<file path="src/rtl/fetch_unit.sv">
// Instruction fetch/decode sequencer: fetches one word per PC address over req/ack,
// latches it into the IR and pulses the PC increment/load controls.
//
// state    | meaning
// S_IDLE   | quiet, waiting for run
// S_REQ    | mem_req high, waiting for mem_ack (bounded by TIMEOUT)
// S_DECODE | one cycle: ir_valid plus pc_inc or pc_load (neither for HALT)
// S_HALT   | HALT executed, sticky until reset
// S_FAULT  | memory timeout, sticky until reset
module fetch_unit #(
    parameter int ADDR_W  = 8,
    parameter int INSTR_W = 16,
    parameter int TIMEOUT = 15
) (
    input  logic               clk,
    input  logic               reset,
    input  logic               run,
    input  logic [ADDR_W-1:0]  pc_addr,
    input  logic               zero_flag,
    output logic               mem_req,
    output logic [ADDR_W-1:0]  mem_addr,
    input  logic               mem_ack,
    input  logic [INSTR_W-1:0] mem_rdata,
    output logic [INSTR_W-1:0] ir,
    output logic               ir_valid,
    output logic               pc_inc,
    output logic               pc_load,
    output logic [ADDR_W-1:0]  pc_target,
    output logic               halted,
    output logic               fault
);

    localparam int CNT_W = (TIMEOUT < 2) ? 1 : $clog2(TIMEOUT);
    localparam logic [CNT_W-1:0] CNT_LAST = CNT_W'(TIMEOUT - 1);

    localparam logic [3:0] OP_JMP  = 4'hC;
    localparam logic [3:0] OP_JZ   = 4'hD;
    localparam logic [3:0] OP_HALT = 4'hF;

    typedef enum logic [2:0] {
        S_IDLE,
        S_REQ,
        S_DECODE,
        S_HALT,
        S_FAULT
    } state_t;

    state_t           state, state_nxt;
    logic [CNT_W-1:0] wait_cnt, wait_cnt_nxt;
    logic             ir_load;
    logic [3:0]       opcode;

    assign opcode    = ir[15:12];
    assign mem_addr  = pc_addr;
    assign pc_target = ADDR_W'(ir[7:0]);

    always_ff @(posedge clk or negedge reset) begin
        if (!reset) begin
            state    <= S_IDLE;
            wait_cnt <= '0;
            ir       <= '0;
        end else begin
            state    <= state_nxt;
            wait_cnt <= wait_cnt_nxt;
            if (ir_load) begin
                ir <= mem_rdata;
            end
        end
    end

    always_comb begin
        state_nxt    = state;
        wait_cnt_nxt = '0;
        ir_load      = 1'b0;
        mem_req      = 1'b0;
        ir_valid     = 1'b0;
        pc_inc       = 1'b0;
        pc_load      = 1'b0;
        halted       = 1'b0;
        fault        = 1'b0;
        case (state)
            S_IDLE: begin
                if (run) begin
                    state_nxt = S_REQ;
                end
            end
            S_REQ: begin
                mem_req = 1'b1;
                // an ack on the final allowed cycle still completes the fetch
                if (mem_ack) begin
                    ir_load   = 1'b1;
                    state_nxt = S_DECODE;
                end else if (wait_cnt == CNT_LAST) begin
                    state_nxt = S_FAULT;
                end else begin
                    wait_cnt_nxt = wait_cnt + CNT_W'(1);
                end
            end
            S_DECODE: begin
                ir_valid = 1'b1;
                case (opcode)
                    OP_JMP:  pc_load = 1'b1;
                    OP_JZ: begin
                        pc_load = zero_flag;
                        pc_inc  = !zero_flag;
                    end
                    OP_HALT: ;
                    default: pc_inc = 1'b1;
                endcase
                if (opcode == OP_HALT) begin
                    state_nxt = S_HALT;
                end else if (run) begin
                    state_nxt = S_REQ;
                end else begin
                    state_nxt = S_IDLE;
                end
            end
            S_HALT:  halted = 1'b1;
            S_FAULT: fault  = 1'b1;
            default: state_nxt = S_IDLE;
        endcase
    end

endmodule

</file>
<file path="config.mk">
export PLATFORM = sky130hd
export DESIGN_NAME = fetch_unit
export DESIGN_NICKNAME = d
export VERILOG_FILES = /design/src/rtl/fetch_unit.sv
export SDC_FILE = /design/constraint.sdc
export NUM_CORES = 1
export LEC_CHECK = 0
export BUFFER_PORTS_ARGS = -buffer_cell sky130_fd_sc_hd__buf_4
export CORE_ASPECT_RATIO = 1.4
export CORE_MARGIN = 10
export CORE_UTILIZATION = 42
export DETAILED_ROUTE_END_ITERATION = 8
export PLACE_DENSITY = 0.86
export SLEW_MARGIN = 20
export SYNTH_ARGS = -nofsm -noshare
export SYNTH_HDL_FRONTEND = slang
export SYNTH_SLANG_ARGS = --single-unit
</file>
<file path="constraint.sdc">
create_clock -name clk -period 1.8 [get_ports clk]
set_clock_uncertainty 0.05 [all_clocks]
set_input_delay 0.09 -clock clk [delete_from_list [all_inputs] [get_ports clk]]
set_output_delay 0.09 -clock clk [all_outputs]
set_load 0.05 [all_outputs]
</file>
==> reports/results.md, run 1 <==
| Item | Reported | Unit |
|---|---|---|
| Status | finished, final reports clean | - |
| Clock latency at the later pin of the worst-skew pair | 310 | ps |
| Overall global routing resource usage | 11.3 | % |
| Count of input and output buffers | 50 | - |
| Total wire length after detailed routing | 2.88 | mm |
| Endpoint of the worst-slack reg-to-reg timing path | ir[9] | - |
| Slew Limit Fails | 0 | - |
| Top flip-flop cell by instance count after synthesis | sky130_fd_sc_hd__dfrtp_1 | - |
| Area growth from synthesis to layout | 48.0 | % |
| Routed wire length on met3 | 293 | um |
| DP Wirelength | 2.10 | mm |
| FF+latch count, synth | 23 | - |
| Filler cells | 211 | - |
| Worst path bufs/invs | 1 | - |
| Highest cell delay on the worst timing path | 430 | ps |
| Clock tree root buffer cell | sky130_fd_sc_hd__clkbuf_4 | - |
| Worst Path Arrival | 1550 | ps |
| Cell taking the most area after synthesis | sky130_fd_sc_hd__dfrtp_1 | - |
| Net count reported at finish | 178 | - |
| Residual DRC | 0 | - |
| Top library cells by usage in the layout, fill and taps aside | 50 x sky130_fd_sc_hd__buf_4, 21 x sky130_fd_sc_hd__dfrtp_1, 18 x sky130_fd_sc_hd__dlygate4sd3_1 | - |
| Clock transition at the registers of the reported paths | 110 | ps |
| Setup Viol. Count Final | 0 | - |
| Mapped cell area | 0.00112 | mm2 |
| Antenna cell count | 0 | - |
| H-tree levels | 1 | - |
| Met1 layer wirelength in the final routing | 1.10 | mm |
| Number of enable-type register cells in the synthesized netlist | 0 | - |
| Most common cell after layout, fill and taps aside | sky130_fd_sc_hd__buf_4 | - |
| Antenna violations before repair | 0 | - |
| Ys async rst share | 100 | % |
| Number of violations of the max-capacitance limit | 0 | - |
| Remaining max-slew budget at the tightest pin | 77.1 | % |
| Setup repair after global routing missed its margin | false | - |
| CTS buffer count | 3 | - |
| Final hold vios | 0 | - |
| Met2 wire length | 1.44 | mm |
| Post-placement worst setup slack | 189 | ps |
| Sequential cell area fraction in the yosys report | 51.3 | % |
| CP Class | register to output port | - |
| Starting DRC count in detailed routing | 14 | - |
| Critical Path End | pc_inc | - |
| Sort of element at the end of the critical path | output port | - |
| Overall die height | 81.2 | um |
| Row Count | 22 | - |
| Overall die width | 63.7 | um |
| Reg-to-reg critical path startpoint | state[2] | - |
| Fraction of final layout cells sized beyond drive strength 1 | 53.4 | % |
| Core region area | 0.00259 | mm2 |
| Initial Utilization | 43.4 | % |
| Total area of multi-input combinational cells | 442 | um2 |
| Initial DRT Pass Iterations | 2 | - |
| CP startpoint kind | register | - |
| Worst-Margin Slew | 340 | ps |
| Post-CTS setup buffer count | 0 | - |
| Count of cell instances traversed by the critical path | 4 | - |
| Post-layout minimum cycle time | 1690 | ps |
| Library cells used by synthesis | 24 | - |
| Highest metal used | met4 | - |
| Worst Reg2Reg Path Length in Cells | 3 | - |
| Post-synthesis instance total | 92 | - |
| Overall overflow remaining after global route | 0 | - |
| Tightest hold margin | 51.0 | ps |
| Cells traversed along the worst timing path | nor2b_1, o21ai_0, a31oi_4, buf_4 | - |
| Die area | 0.00517 | mm2 |
| Buffers from clock root to sink, at most | 2 | - |
| Synthesized net count | 123 | - |
| Mean Syn Cell Area | 12.2 | um2 |
| Final worst path period share | 93.7 | % |
| Static Leak | 0.779 | nW |
| Routed wire per std cell | 15.8 | um |
| Power per cell area | 2070 | mW/mm2 |
| Via total after detailed routing | 867 | - |
| Area share of the largest cell type after synthesis | 51.3 | % |
| Top area cells in the synthesized netlist | sky130_fd_sc_hd__dfrtp_1 51%, sky130_fd_sc_hd__mux2_2 16%, sky130_fd_sc_hd__buf_4 11% | - |
| Final estimated routing congestion in global placement | 0.786 | - |
| VDD IR max | 1270 | uV |
| Routed vias/inst | 4.76 | - |
| Count of yosys warnings during synthesis | 0 | - |
| Hold crit path type | input port to register | - |
| Family with the most delay on the worst path | flip-flops | - |
| # clock sinks | 23 | - |
| Register-to-Register Setup Slack | 200 | ps |
| Crit path setup slack, layout | 113 | ps |
| Residual antenna-violating net count after detailed routing | 0 | - |
| Crit Path Max Fanout | 5 | - |
| Max Freq | 593 | MHz |
| TritonCTS clock tree | done | - |
| Storage cell area | 578 | um2 |
| First-pass GRT wire length | 4.71 | mm |
| Pin count of the biggest net entering global routing | 24 | - |
| Data required time of the worst path | 1660 | ps |
| Top Ports | 67 | - |
| Number of global-route vias before repair | 995 | - |
| Launch point of the worst path | ir[12] | - |
| Highest-delay cell along the critical path | sky130_fd_sc_hd__dfrtp_1 | - |
report_power, final:
part,switching (mW),total (mW),internal [mW]
combinational,1.48,2.24,0.755
sequential,0.235,0.971,0.737
clock,0.148,0.235,0.0866
metal layers:
metal | global-route usage [%] | up-vias
li1 | - | 405
met3 | 5.23 | 6
met1 | 11.4 | 416
met4 | 5.26 | 0
met2 | 19.6 | 40
met5 | 0 | -
worst reg2reg max path: cells and delay by family, from the launching register on:
kind             cells  cell delay, ps
AND/OR/NAND/NOR      2             570
flip-flops           1             490
multiplexers         1             380
registers in the layout, summed over array words and instances (netlist names):
signal,count
ir,16
state,3
wait_cnt,4
cells by family (layout without fill, tap and decap cells):
group / Yosys count / in the layout / synth area share, %
AO/OA/AOI/OAI: 7 / 7 / 4.24
XOR/XNOR: 2 / 2 / 1.56
adder cells (fa/ha/maj): 2 / 2 / 2.23
buffers and inverters: 22 / 76 / 14.8
flip-flops: 23 / 23 / 51.3
multiplexers: 16 / 16 / 16.1
AND/OR/NAND/NOR: 20 / 20 / 9.81
through the flow:
step	cell area, um2	std cells	utilization, %	TNS (ps)	power (mW)
global placement	1450	160	56.2	0	3.15
CTS	1660	182	64.2	0	3.47
detailed placement	1450	160	56.2	0	3.20
finish	1660	182	64.2	0	3.44
global route	1660	182	64.2	0	3.60
floorplan	1180	92	-	-1890	2.72
final cells by class:
type / count / area share (%)
multi-input cells: 47 / 26.6
flip-flops and latches: 23 / 34.8
inverters: 4 / 0.904
well taps: 36 / 2.71
clock buffers: 4 / 1.58
repair buffers: 68 / 33.4
cells in the mapped netlist (2+ instances only):
cell type                 number
sky130_fd_sc_hd__mux2_2       16
sky130_fd_sc_hd__nand2_1       4
sky130_fd_sc_hd__a21oi_1       2
sky130_fd_sc_hd__dfrtp_1      23
sky130_fd_sc_hd__nor3_1        2
sky130_fd_sc_hd__nand3_1       2
sky130_fd_sc_hd__ha_1          2
sky130_fd_sc_hd__inv_1         4
sky130_fd_sc_hd__buf_4        16
sky130_fd_sc_hd__nor2_1        6
sky130_fd_sc_hd__a31oi_1       2
what timing repair did:
| action | in CTS | in global routing |
|---|---|---|
| hold endpoints to repair | 40 | 0 |
| resized for setup | 0 | 1 |
| endpoints found under the setup margin | 0 | 1 |
| hold buffers | 18 | 0 |
how the worst min path moves through the flow:
| stage | startpoint | to | slack [ps] | cells past startpoint |
|---|---|---|---|---|
| 2_1_floorplan | reset | ir[0] | -260 | 0 |
| 3_3_place_gp | reset | ir[8] | -60 | 1 |
| 3_5_place_dp | reset | ir[9] | -50 | 1 |
| 4_1_cts | run | state[0] | 40 | 3 |
| 5_1_grt | run | state[0] | 80 | 3 |
| 6_report | run | state[0] | 50 | 3 |
(Power assumes the default switching activity.)
==> run 2, diff against run 1 <==
Settings changed: ABC_AREA set to 1, CORE_UTILIZATION 42 to 35, PLACE_DENSITY 0.86 to 0.74, RECOVER_POWER set to 100.
==> reports/results.md, run 2 <==
| Item | Reported | Unit | Delta |
|---|---|---|---|
| Antenna cell count | 0 | - | unchanged |
| # clock sinks | 23 | - | unchanged |
| Post-layout minimum cycle time | 1640 | ps | was 1690 ps |
| Sort of element at the end of the critical path | output port | - | unchanged |
| Largest reg by FF count | ir | - | unchanged |
| Residual antenna-violating net count after detailed routing | 0 | - | unchanged |
| Initial DRT Pass Iterations | 4 | - | was 2 |
| Post-synthesis instance total | 143 | - | was 92 |
| Tightest hold margin | 10.2 | ps | was 51.0 ps |
| Setup repair after global routing missed its margin | false | - | unchanged |
| Sequential cell area fraction in the yosys report | 48.7 | % | was 51.3% |
| Portion of total power attributed to sequential cells | 28.9 | % | was 28.2% |
| Synthesized net count | 174 | - | was 123 |
| Overall overflow remaining after global route | 0 | - | unchanged |
| Final Instance Area | 0.00142 | mm2 | was 0.00166 mm2 |
| Antenna violations before repair | 0 | - | unchanged |
| Static Leak | 0.758 | nW | was 0.779 nW |
| Library cells used by synthesis | 20 | - | was 24 |
| Routed wire per std cell | 13.1 | um | was 15.8 um |
| Gate power share | 61.3 | % | was 65.0% |
| Fraction of final layout cells sized beyond drive strength 1 | 19.1 | % | was 53.4% |
| Number of violations of the max-capacitance limit | 0 | - | unchanged |
| Status | finished, final reports clean | - | unchanged |
| Filler cells | 351 | - | was 211 |
| Setup Viol. Count Final | 0 | - | unchanged |
| Buffers from clock root to sink, at most | 2 | - | unchanged |
| Slew Limit Fails | 0 | - | unchanged |
| Crit Path Max Fanout | 16 | - | was 5 |
| Worst-Margin Slew | 1210 | ps | was 340 ps |
| Die area | 0.00613 | mm2 | was 0.00517 mm2 |
| Remaining max-slew budget at the tightest pin | 19.5 | % | was 77.1% |
| Mean Syn Cell Area | 8.26 | um2 | was 12.2 um2 |
| Clock transition at the registers of the reported paths | 70 | ps | was 110 ps |
| Layout Utilization | 44.5 | % | was 64.2% |
| Area share of the largest cell type after synthesis | 48.7 | % | was 51.3% |
| Ys async rst share | 100 | % | unchanged |
| Worst Path Arrival | 1500 | ps | was 1550 ps |
| CP startpoint kind | register | - | unchanged |
| Number of global-route vias before repair | 1,054 | - | was 995 |
| Internal power contribution | 1.23 | mW | was 1.58 mW |
| Area growth from synthesis to layout | 19.8 | % | was 48.0% |
| Residual DRC | 0 | - | unchanged |
| Post-placement cell area | 0.00147 | mm2 | was 0.00145 mm2 |
| Clock Power Share | 9.8 | % | was 6.8% |
| H-tree levels | 1 | - | unchanged |
| Top library cells by usage in the layout, fill and taps aside | 41 x sky130_fd_sc_hd__nand2_1, 26 x sky130_fd_sc_hd__clkbuf_1, 23 x sky130_fd_sc_hd__dfrtp_1 | - | was 50 x sky130_fd_sc_hd__buf_4, 21 x sky130_fd_sc_hd__dfrtp_1, 18 x sky130_fd_sc_hd__dlygate4sd3_1 |
| Net count reported at finish | 210 | - | was 178 |
| Largest register FFs | 16 | - | unchanged |
| Row Count | 24 | - | was 22 |
| Power Total | 3.13 | mW | was 3.44 mW |
| Hold crit path type | input port to register | - | unchanged |
| Sum of negative setup slack | 0 | ps | unchanged |
| Most common cell after layout, fill and taps aside | sky130_fd_sc_hd__nand2_1 | - | was sky130_fd_sc_hd__buf_4 |
| Total wire length after detailed routing | 2.84 | mm | was 2.88 mm |
| Most repeated cell in the gate-level netlist after synthesis | sky130_fd_sc_hd__nand2_1 | - | was sky130_fd_sc_hd__dfrtp_1 |
| Data required time of the worst path | 1660 | ps | about the same |
| TritonCTS clock tree | done | - | unchanged |
| Clock tree root buffer cell | sky130_fd_sc_hd__clkbuf_8 | - | was sky130_fd_sc_hd__clkbuf_4 |
| Registers with the most flip-flops | ir x16, wait_cnt x4, state x3 | - | unchanged |
| FF+latch count, synth | 23 | - | unchanged |
| Final worst path period share | 90.9 | % | was 93.7% |
| First-pass GRT wire length | 4.62 | mm | was 4.71 mm |
| Final estimated routing congestion in global placement | 0.760 | - | was 0.786 |
| Switching power share of the total | 60.7 | % | was 54.1% |
| Top area cells in the synthesized netlist | sky130_fd_sc_hd__dfrtp_1 49%, sky130_fd_sc_hd__nand2_1 13%, sky130_fd_sc_hd__buf_4 11% | - | was sky130_fd_sc_hd__dfrtp_1 51%, sky130_fd_sc_hd__mux2_2 16%, sky130_fd_sc_hd__buf_4 11% |
| DP Wirelength | 2.29 | mm | was 2.10 mm |
| Fin cells | 217 | - | was 182 |
| Max Freq | 611 | MHz | was 593 MHz |
| Hold Path Origin | mem_rdata[5] | - | was run |
| Initial Utilization | 37.1 | % | was 43.4% |
| Hold path cells | 3 | - | unchanged |
| Top Ports | 67 | - | unchanged |
| Pin count of the biggest net entering global routing | 24 | - | unchanged |
| Power per cell area | 2210 | mW/mm2 | was 2070 mW/mm2 |
| Post-placement worst setup slack | 339 | ps | was 189 ps |
| Routed vias/inst | 4.52 | - | was 4.76 |
| Number of instances resized during post-cts repair | 0 | - | unchanged |
| VDD IR max | 1130 | uV | was 1270 uV |
| Core region area | 0.00318 | mm2 | was 0.00259 mm2 |
| Starting DRC count in detailed routing | 40 | - | was 14 |
| Register-to-Register Setup Slack | 220 | ps | was 200 ps |
| Clock latency at the later pin of the worst-skew pair | 250 | ps | was 310 ps |
| Top flip-flop cell by instance count after synthesis | sky130_fd_sc_hd__dfrtp_1 | - | unchanged |
| Number of enable-type register cells in the synthesized netlist | 0 | - | unchanged |
| CTS buffer count | 3 | - | unchanged |
| Endpoint of the worst-slack reg-to-reg timing path | ir[12] | - | was ir[9] |
| Reg-to-reg critical path startpoint | state[2] | - | unchanged |
| Overall die width | 69.1 | um | was 63.7 um |
| Final hold vios | 0 | - | unchanged |
| Cell taking the most area after synthesis | sky130_fd_sc_hd__dfrtp_1 | - | unchanged |
| Power spent charging and discharging nets | 1.90 | mW | was 1.86 mW |
| Placed cells | 212 | - | was 160 |
| Most numerous cell types in the synthesized netlist | 41 x sky130_fd_sc_hd__nand2_1, 23 x sky130_fd_sc_hd__dfrtp_1, 19 x sky130_fd_sc_hd__nand3_1 | - | was 23 x sky130_fd_sc_hd__dfrtp_1, 16 x sky130_fd_sc_hd__buf_4, 16 x sky130_fd_sc_hd__mux2_2 |
| Count of input and output buffers | 50 | - | unchanged |
| Worst Reg2Reg Path Length in Cells | 6 | - | was 3 |
| Via total after detailed routing | 981 | - | was 867 |
| Overall die height | 88.7 | um | was 81.2 um |
| Worst-case hold path end point | ir[5] | - | was state[0] |
| Overall global routing resource usage | 8.87 | % | was 11.3% |
| Mapped cell area | 0.00118 | mm2 | was 0.00112 mm2 |
| Count of yosys warnings during synthesis | 0 | - | unchanged |
| CP Class | register to output port | - | unchanged |
| Crit path setup slack, layout | 164 | ps | was 113 ps |
-- run 2: changes by cell type after synthesis, moves of 2 or more --
cell                      before  now
sky130_fd_sc_hd__nor2_1        6   14
sky130_fd_sc_hd__inv_1         4   11
sky130_fd_sc_hd__a31oi_1       2    0
sky130_fd_sc_hd__mux2_2       16    0
sky130_fd_sc_hd__nand2_1       4   41
sky130_fd_sc_hd__buf_2         0    2
sky130_fd_sc_hd__nand3_1       2   19
-- run 2: power groups by stage --
stage / Combinational (mW) / Sequential (mW) / Clock, mW
after floorplan: 1.16 / 1.48 / 0
after global placement: 2.17 / 0.919 / 0
after detailed placement: 2.20 / 0.923 / 0
after CTS: 2.21 / 0.915 / 0.321
after global routing: 2.06 / 0.942 / 0.341
final: 1.92 / 0.905 / 0.306
-- run 2: repair_timing --
action	CTS	global route
endpoints found under the setup margin	0	0
buffers inserted	0	0
hold buffers	1	0
hold endpoints to repair	23	0
-- run 2: cell type report --
| class | count | area [um2] | share of cell area [%] |
|---|---|---|---|
| Clock buffer | 4 | 45.0 | 3.18 |
| Inverter | 12 | 45.0 | 3.18 |
| Multi-Input combinational cell | 88 | 424 | 30.0 |
| Sequential cell | 23 | 576 | 40.7 |
| Tap cell | 39 | 48.8 | 3.45 |
| Timing Repair Buffer | 51 | 277 | 19.5 |
-- run 2: routing by layer --
layer	vias to the layer above	wire length, um	global-route usage (%)
met1	444	1180	8.95
li1	503	-	-
met3	2	221	2.91
met5	-	0	0
met2	32	1400	15.8
met4	0	47	5.14
-- run 2: cells by family (layout without fill, tap and decap cells) --
family / after synthesis / in the layout / share of synthesized area (%)
compound gates: 5 / 5 / 2.33
buf+inv: 32 / 67 / 16.4
xor+xnor: 2 / 2 / 1.48
fa+ha+maj: 2 / 2 / 2.12
simple gates: 79 / 79 / 28.9
flops: 23 / 23 / 48.7
-- run 2: worst max-delay path, stage by stage (launching register included) --
cell and delay (ps):
sky130_fd_sc_hd__dfrtp_1 440, sky130_fd_sc_hd__inv_1 130, sky130_fd_sc_hd__nand3_2 110, sky130_fd_sc_hd__inv_2 230, sky130_fd_sc_hd__clkbuf_2 330
-- run 2: how the worst max path moves through the flow --
stage	start	to	slack (ps)	cells after the start
3_5_place_dp	state[2]	ir[12]	340	6
4_1_cts	state[2]	mem_req	210	4
3_3_place_gp	state[2]	ir[12]	410	6
2_1_floorplan	state[0]	pc_load	60	3
5_1_grt	state[2]	mem_req	80	4
6_report	state[2]	mem_req	160	4
